===== src/rtl/debug_dump_tx.sv =====
// debug_dump_tx: streams 0xA5, NUM_WORDS, then snapshot words little-endian (plus XOR checksum when DEBUG_DUMP_CHECKSUM_EN) into the UART TX FIFO.
// Latency: header push ends one edge after i_start; 5 cycles per word; o_done pulses the cycle after the final push.
// Backpressure: i_tx_full stalls any push state for that cycle; state and o_tx_data hold, no byte is lost or repeated.
module debug_dump_tx #(
    parameter int NUM_WORDS = 36,
    parameter int WORD_SIZE = 32,
    parameter int IDX_W     = 8
) (
    input  logic                 i_clk,
    input  logic                 i_rst,
    input  logic                 i_start,
    output logic [IDX_W-1:0]     o_word_idx,
    input  logic [WORD_SIZE-1:0] i_word_data,
    output logic [7:0]           o_tx_data,
    output logic                 o_tx_wr,
    input  logic                 i_tx_full,
    output logic                 o_busy,
    output logic                 o_done
);

    typedef enum logic [2:0] {IDLE, HDR, CNT, LOAD, BYTE, CSUM, DONE} state_t;

    localparam logic [7:0]       CNT_BYTE = 8'(NUM_WORDS);
    localparam logic [IDX_W-1:0] LAST_IDX = IDX_W'(NUM_WORDS - 1);

    state_t               state;
    logic [WORD_SIZE-1:0] shift;
    logic [1:0]           byte_cnt;
    logic                 push;
`ifdef DEBUG_DUMP_CHECKSUM_EN
    logic [7:0]           csum;
`endif

    assign push    = ((state == HDR) || (state == CNT) || (state == BYTE) || (state == CSUM)) && !i_tx_full;
    assign o_tx_wr = push;

    // o_tx_data always holds the byte being offered; shift holds the bytes still to come in the current word.
    always_ff @(posedge i_clk or negedge i_rst) begin
        if (!i_rst) begin
            state      <= IDLE;
            shift      <= '0;
            byte_cnt   <= 2'd0;
            o_word_idx <= '0;
            o_tx_data  <= 8'h00;
            o_busy     <= 1'b0;
            o_done     <= 1'b0;
`ifdef DEBUG_DUMP_CHECKSUM_EN
            csum       <= 8'h00;
`endif
        end else begin
            o_done <= 1'b0;
            case (state)
                IDLE: begin
                    if (i_start) begin
                        state      <= HDR;
                        o_word_idx <= '0;
                        byte_cnt   <= 2'd0;
                        o_tx_data  <= 8'hA5;
                        o_busy     <= 1'b1;
`ifdef DEBUG_DUMP_CHECKSUM_EN
                        csum       <= 8'h00;
`endif
                    end
                end
                HDR: begin
                    if (push) begin
                        state     <= CNT;
                        o_tx_data <= CNT_BYTE;
                    end
                end
                CNT: begin
                    if (push) begin
                        state <= LOAD;
                    end
                end
                LOAD: begin
                    o_tx_data <= i_word_data[7:0];
                    shift     <= i_word_data >> 8;
                    byte_cnt  <= 2'd0;
                    state     <= BYTE;
                end
                BYTE: begin
                    if (push) begin
                        o_tx_data <= shift[7:0];
                        shift     <= shift >> 8;
                        byte_cnt  <= byte_cnt + 2'd1;
`ifdef DEBUG_DUMP_CHECKSUM_EN
                        csum      <= csum ^ o_tx_data;
`endif
                        if (byte_cnt == 2'd3) begin
                            if (o_word_idx == LAST_IDX) begin
`ifdef DEBUG_DUMP_CHECKSUM_EN
                                state     <= CSUM;
                                o_tx_data <= csum ^ o_tx_data;
`else
                                state     <= DONE;
                                o_done    <= 1'b1;
`endif
                            end else begin
                                o_word_idx <= o_word_idx + IDX_W'(1);
                                state      <= LOAD;
                            end
                        end
                    end
                end
`ifdef DEBUG_DUMP_CHECKSUM_EN
                CSUM: begin
                    if (push) begin
                        state  <= DONE;
                        o_done <= 1'b1;
                    end
                end
`endif
                DONE: begin
                    state  <= IDLE;
                    o_busy <= 1'b0;
                end
                default: begin
                    state  <= IDLE;
                    o_busy <= 1'b0;
                end
            endcase
        end
    end

endmodule

===== config.mk =====
export PLATFORM = sky130hd
export DESIGN_NAME = debug_dump_tx
export DESIGN_NICKNAME = d
export VERILOG_FILES = /design/src/rtl/debug_dump_tx.sv
export SDC_FILE = /design/constraint.sdc
export NUM_CORES = 1
export LEC_CHECK = 0
export CAP_MARGIN = 20
export CORE_UTILIZATION = 23
export CTS_CLUSTER_DIAMETER = 150
export CTS_CLUSTER_SIZE = 28
export DETAILED_ROUTE_END_ITERATION = 8
export DONT_BUFFER_PORTS = 1
export GPL_ROUTABILITY_DRIVEN = 1
export PLACE_DENSITY = 0.36
export REMOVE_ABC_BUFFERS = 1
export SETUP_SLACK_MARGIN = 0.1
export SYNTH_ARGS = -nofsm -noshare
export SYNTH_HDL_FRONTEND = slang
export SYNTH_SLANG_ARGS = --single-unit

===== constraint.sdc =====
create_clock -name i_clk -period 1.85 [get_ports i_clk]
set_input_delay 0.185 -clock i_clk [delete_from_list [all_inputs] [get_ports i_clk]]
set_output_delay 0.185 -clock i_clk [all_outputs]
set_load 0.01 [all_outputs]

# Yosys cells after proc, flatten, opt, wreduce, memory -nomap -nowiden
# Cells that the tools add are included.
dict set report totals {
  reg_bits 55
  input_bits 36
  out_inout_bits 19
  elab_cells 67
}
dict set report op_classes {
  add_sub_neg 2
  n_eq_ne 13
  mux 27
  bitwise_logic 1
  n_reduce_logical 17
}
# operator n
set ops {}
lappend ops {{$pmux 32 s2} 1}
lappend ops {{$mux 8} 7}
lappend ops {{$mux 32} 1}
lappend ops {{$pmux 8 s4} 1}
lappend ops {{$mux 3} 6}
lappend ops {{$pmux 8 s2} 1}
lappend ops {{$pmux 3 s5} 1}
lappend ops {{$ne 2x2->1 const B} 5}
lappend ops {{$reduce_and 5->1} 2}
lappend ops {{$add 8x1->8 const B} 1}
lappend ops {{$eq 8x6->1 const B} 1}
lappend ops {{$eq 3x2->1 const B} 2}
lappend ops {{$eq 3x3->1 const B} 2}
lappend ops {{$pmux 2 s3} 1}
lappend ops {{$mux 1} 5}
lappend ops {{$mux 2} 2}
lappend ops {{$reduce_and 2->1} 2}
lappend ops {{$reduce_and 4->1} 1}
lappend ops {{$reduce_bool 2->1} 2}
lappend ops {{$reduce_bool 4->1} 1}
lappend ops {{$reduce_or 4->1} 1}
lappend ops {{$eq 3x1->1 const B} 1}
lappend ops {{$logic_not 3->1} 1}
lappend ops {{$logic_or 1x1->1} 3}
lappend ops {{other kinds (9)} 9}

# Longest topological paths before layout
dict set report depth {
  depth_word 7
  mapped_depth 6
  ltp_nobuf 5
}

# Worst setup path after synthesis
# No wires, ideal clock.
dict set report synth_timing {
  path_kind {register to register}
  startpoint {register state[2]}
  endpoint {register o_tx_data[2]}
  arrival_ns 1.404
  slack_ns 0.321
  path_stages_with_launch 5
  cell_sequence {dfrtp_1 > buf_6 > nand2b_2 > o21ai_4 > mux2_2}
}
dict set report synth_via {
  elab_chain_cells 7
  elab_cells_between_ends 16
  classes_between {eq/ne (8); mux (1); reduce/logical (7)}
}
# element line
set synth_lines {}
lappend synth_lines {{start: declaration} 26} ;# state_t state;
lappend synth_lines {{start signal: assignment} 40} ;# state <= IDLE;
lappend synth_lines {{start signal: assignment} 55} ;# state <= HDR;
lappend synth_lines {{start signal: assignment} 67} ;# state <= CNT;
lappend synth_lines {{$eq 3x1->1 / $eq 3x2->1 (equally long branches)} {34, 52}}
lappend synth_lines {{$logic_or 1x1->1 (3 in a row)} 34} ;# assign push = ((state == HDR) || (state == CNT) || (state == BYTE) || (state == CSUM)) && !i_tx_full;
lappend synth_lines {{$logic_and 1x1->1} 34}
lappend synth_lines {{$ne 2x2->1 (no source line)} n/a}
lappend synth_lines {{$reduce_and 4->1 (no source line)} n/a}
lappend synth_lines {{end signal: assignment} 77} ;# o_tx_data <= i_word_data[7:0];
lappend synth_lines {{end signal: assignment} 84} ;# o_tx_data <= shift[7:0];
lappend synth_lines {{end: declaration} 14} ;# output logic [7:0] o_tx_data,
# Several ways; a longest one is shown, not always the timed one.
# A chain may end at the register's enable or synchronous reset.

# Worst setup path after layout
dict set report layout_timing {
  startpoint {register state[2]}
  endpoint {register o_word_idx[0]}
}
dict set report layout_via {
  elab_chain_cells 7
  elab_cells_between_ends 16
  classes_between {eq/ne (8); mux (1); reduce/logical (7)}
}
# element line
set layout_lines {}
lappend layout_lines {{$eq 3x1->1 / $eq 3x2->1 (equally long branches)} 34}
lappend layout_lines {{$logic_or 1x1->1 (3 in a row)} 34}
lappend layout_lines {{$logic_and 1x1->1} 34}
lappend layout_lines {{$ne 2x2->1 (no source line)} n/a}
lappend layout_lines {{$reduce_and 5->1 (no source line)} n/a}
lappend layout_lines {{end signal: assignment} 100} ;# o_word_idx <= o_word_idx + IDX_W'(1);
lappend layout_lines {{end: declaration} 12} ;# output logic [IDX_W-1:0] o_word_idx,
# Several ways; a longest one is shown, not always the timed one.

==> metrics <==
outcome=finished, final reports clean; Rows=36; area of the core=slightly below 0.01 mm^2; # placed instances=between 300 and 400; Synth top area share=0.4987; RSZ-0062 raised after global routing=no; Detailed Route WL=about 5.8 mm; first-pass GRT wire length=9.108 mm; R2R Setup Slk=0.18 ns; Worst Path Required=~2.0 ns; Starting Density=0.2391; fmax=about 0.6 GHz; HP Class=primary input to flop; CP Launch Type=flop; most common cell after layout, fill and taps aside=dfrtp_1; Ys Warns=0; Worst-path clk slew=0.11 ns; Pwr Density=1313 mW/mm^2; number of synthesized register bits=between 40 and 50; maximum vdd drop=0.3585 mV; Max H-tree Level=2; r2r endpoint=o_word_idx[0]; WHS Endpoint=shift[22]; top-level port count=55; Clock power frac=0.179; area leader, netlist=dfrtp_1; commonest cells after routing, fill and taps aside=dfrtp_1 (46), nand2_1 (20), mux2i_1 (19); antenna cells=0; Tot GR Track Use=0.1154; FFs w/ async S/R, synth=1.000; R2R depth=5; sequential share of power=0.454; Netlist cell types=45; nets=approximately 270; final hold vios=0; min cycle time layout=~1.7 ns; GRT overflow=0; Post-Syn Instances=around 210; r2r startpoint=state[2]; Sw Ratio=0.3739; Routed WL per cell=15.57 um; CTS buffer count=5; routed vias=between 1.5k and 2k; Worst Path Max Fanout=11; worst-path cell chain=buf_4 -> nand2b_2 -> a21oi_2 -> o31ai_2 -> mux2_1; Final Cell Area=around 0.0028 mm^2; crit-path leading delay family=flip-flops; P_int=~2.3 mW; initial antenna violation count=0; met2 usage=0.1769; M1 GR Usage=0.1620; Crit Path Category=flop to flop; post-DP HPWL=between 3 and 4 mm; non-filler instance count after layout=370; CTS Buffer Depth=2; DRT Pass-1 Iters=4; total die area=0.01066 mm^2; Detailed Route Iter0 Violations=25; static leakage=around 1.2 nW; drt via density=between 4 and 5; Synth area leaders=dfrtp_1 (50%), mux2i_1 (8.1%), a22o_1 (4.5%), nand2_1 (3.2%), o21ai_1 (3.0%); fin util=0.2863; CP peak stage delay=0.44 ns; Total Power=around 3.7 mW; Final Max Slew Viols=0; top_reg_cell synth=dfrtp_1; P&R area growth vs syn=19.73%; met3 Usage GRT=0.02554; DRT antenna net count=0; # port buffers=0; vias in the first global route=1661; clock sink count=47; worst setup path startpoint=state[2]; Final period util=0.9043; Residual DRC=0; CP max stage cell=dfrtp_1; max-cap check violation count=0; Avg Cell Area, Syn=11.07 um^2; layout cells sized above 1=0.1899; NetSw=between 1 and 1.5 mW; clock skew=~0.017 ns; Comb power frac=0.366; RePlAce Congestion=0.7659; Die X=approximately 100 um; worst-skew pair later-pin latency=a little over 0.3 ns; Arr. time, crit path=around 1.9 ns; GRT busiest layer=met2; DP Area=about 0.0026 mm^2; worst hold stages=1; Worst Max-Slew Pin Slew=0.4405 ns; CTS tree=done; worst path bufs/invs=1; Die H=around 100 um; Hold Worst Slack=around 0.0094 ns; worst hold start=i_word_data[30]; sequential share of the synthesized area=0.4987; Slew Limit Headroom=0.7052; largest net degree at the start of global routing=48; final setup fails=0; Post-Syn Area=0.002359 mm^2; CP Capture Type=flop; clk root buf=clkbuf_8; EDFF count, synth=0
## repair_timing
action                                 4_1_cts  5_1_grt
setup endpoints to repair                    0       31
endpoints found under the hold margin       51        2
buffers inserted                             0        2
gates resized for setup                      0        4
hold buffers                                 6        2
## through the flow
stage,TNS (ns),setup slack (ns)
after global routing,0,0.09431
after CTS,0,0.1259
final,0,0.1771
after floorplan,-15.95,-0.7150
after detailed placement,0,0.1277
after global placement,0,0.1094
## cell families (layout without fill, tap and decap cells)
kind of cell | Yosys count | in the layout | synth area share
fa+ha+maj | 2 | 2 | 0.01061
mux | 26 | 26 | 0.1141
compound gates | 56 | 56 | 0.1756
simple gates | 59 | 59 | 0.1369
xor+xnor | 6 | 6 | 0.02228
flops | 47 | 47 | 0.4987
buf+inv | 17 | 41 | 0.04191
## metal layers
metal | part of all wire | vias to the layer above
met1 | 0.49 | 737
met2 | 0.47 | 30
li1 | - | 808
met4 | 0.0052 | 0
met3 | 0.037 | 3
met5 | 0 | -
## cell type report
class | instances | area [um^2]
clock buffer | 5 | 68.82
clock inverter | 3 | 22.52
fill | 1034 | 7041
inverter | 5 | 18.77
multi-input combinational | 149 | 1097
sequential | 47 | 1177
tap | 133 | 166.4
timing repair buffer | 28 | 272.8
## flip-flops by register name (all words and copies together) (netlist names)
name	cells
byte_cnt	2
shift	24
state	3
o_tx_data	8
o_busy	1
o_done	1
o_word_idx	8
## power by group through the flow
stage               Sequential, mW  Clock (mW)  Combinational [mW]
global route                  1.74       0.747                1.53
global placement              1.70           0                1.28
CTS                           1.69       0.701                1.34
detailed placement            1.71           0                1.30
finish                        1.69       0.666                1.36
floorplan                     1.68           0               0.857
## synth_stat cells, drive strengths merged, types with 4 or more instances
library cell and n:
inv 5, o21ai 24, mux2i 19, buf 11
mux2 7, xnor2 5, a22o 12, a211oi 5
dfrtp 47, nor2b 4, nor2 14, nand2 20
nand3 6
## worst max-delay path by stage
stage / end / slack (ns) / depth (start not counted)
floorplan: shift[10] / -0.72 / 3
global placement: shift[22] / 0.11 / 4
detailed placement: shift[21] / 0.13 / 4
CTS: o_word_idx[0] / 0.13 / 5
global route: o_word_idx[0] / 0.09 / 5
finish: o_word_idx[0] / 0.18 / 5
(Power assumes the default switching activity.)
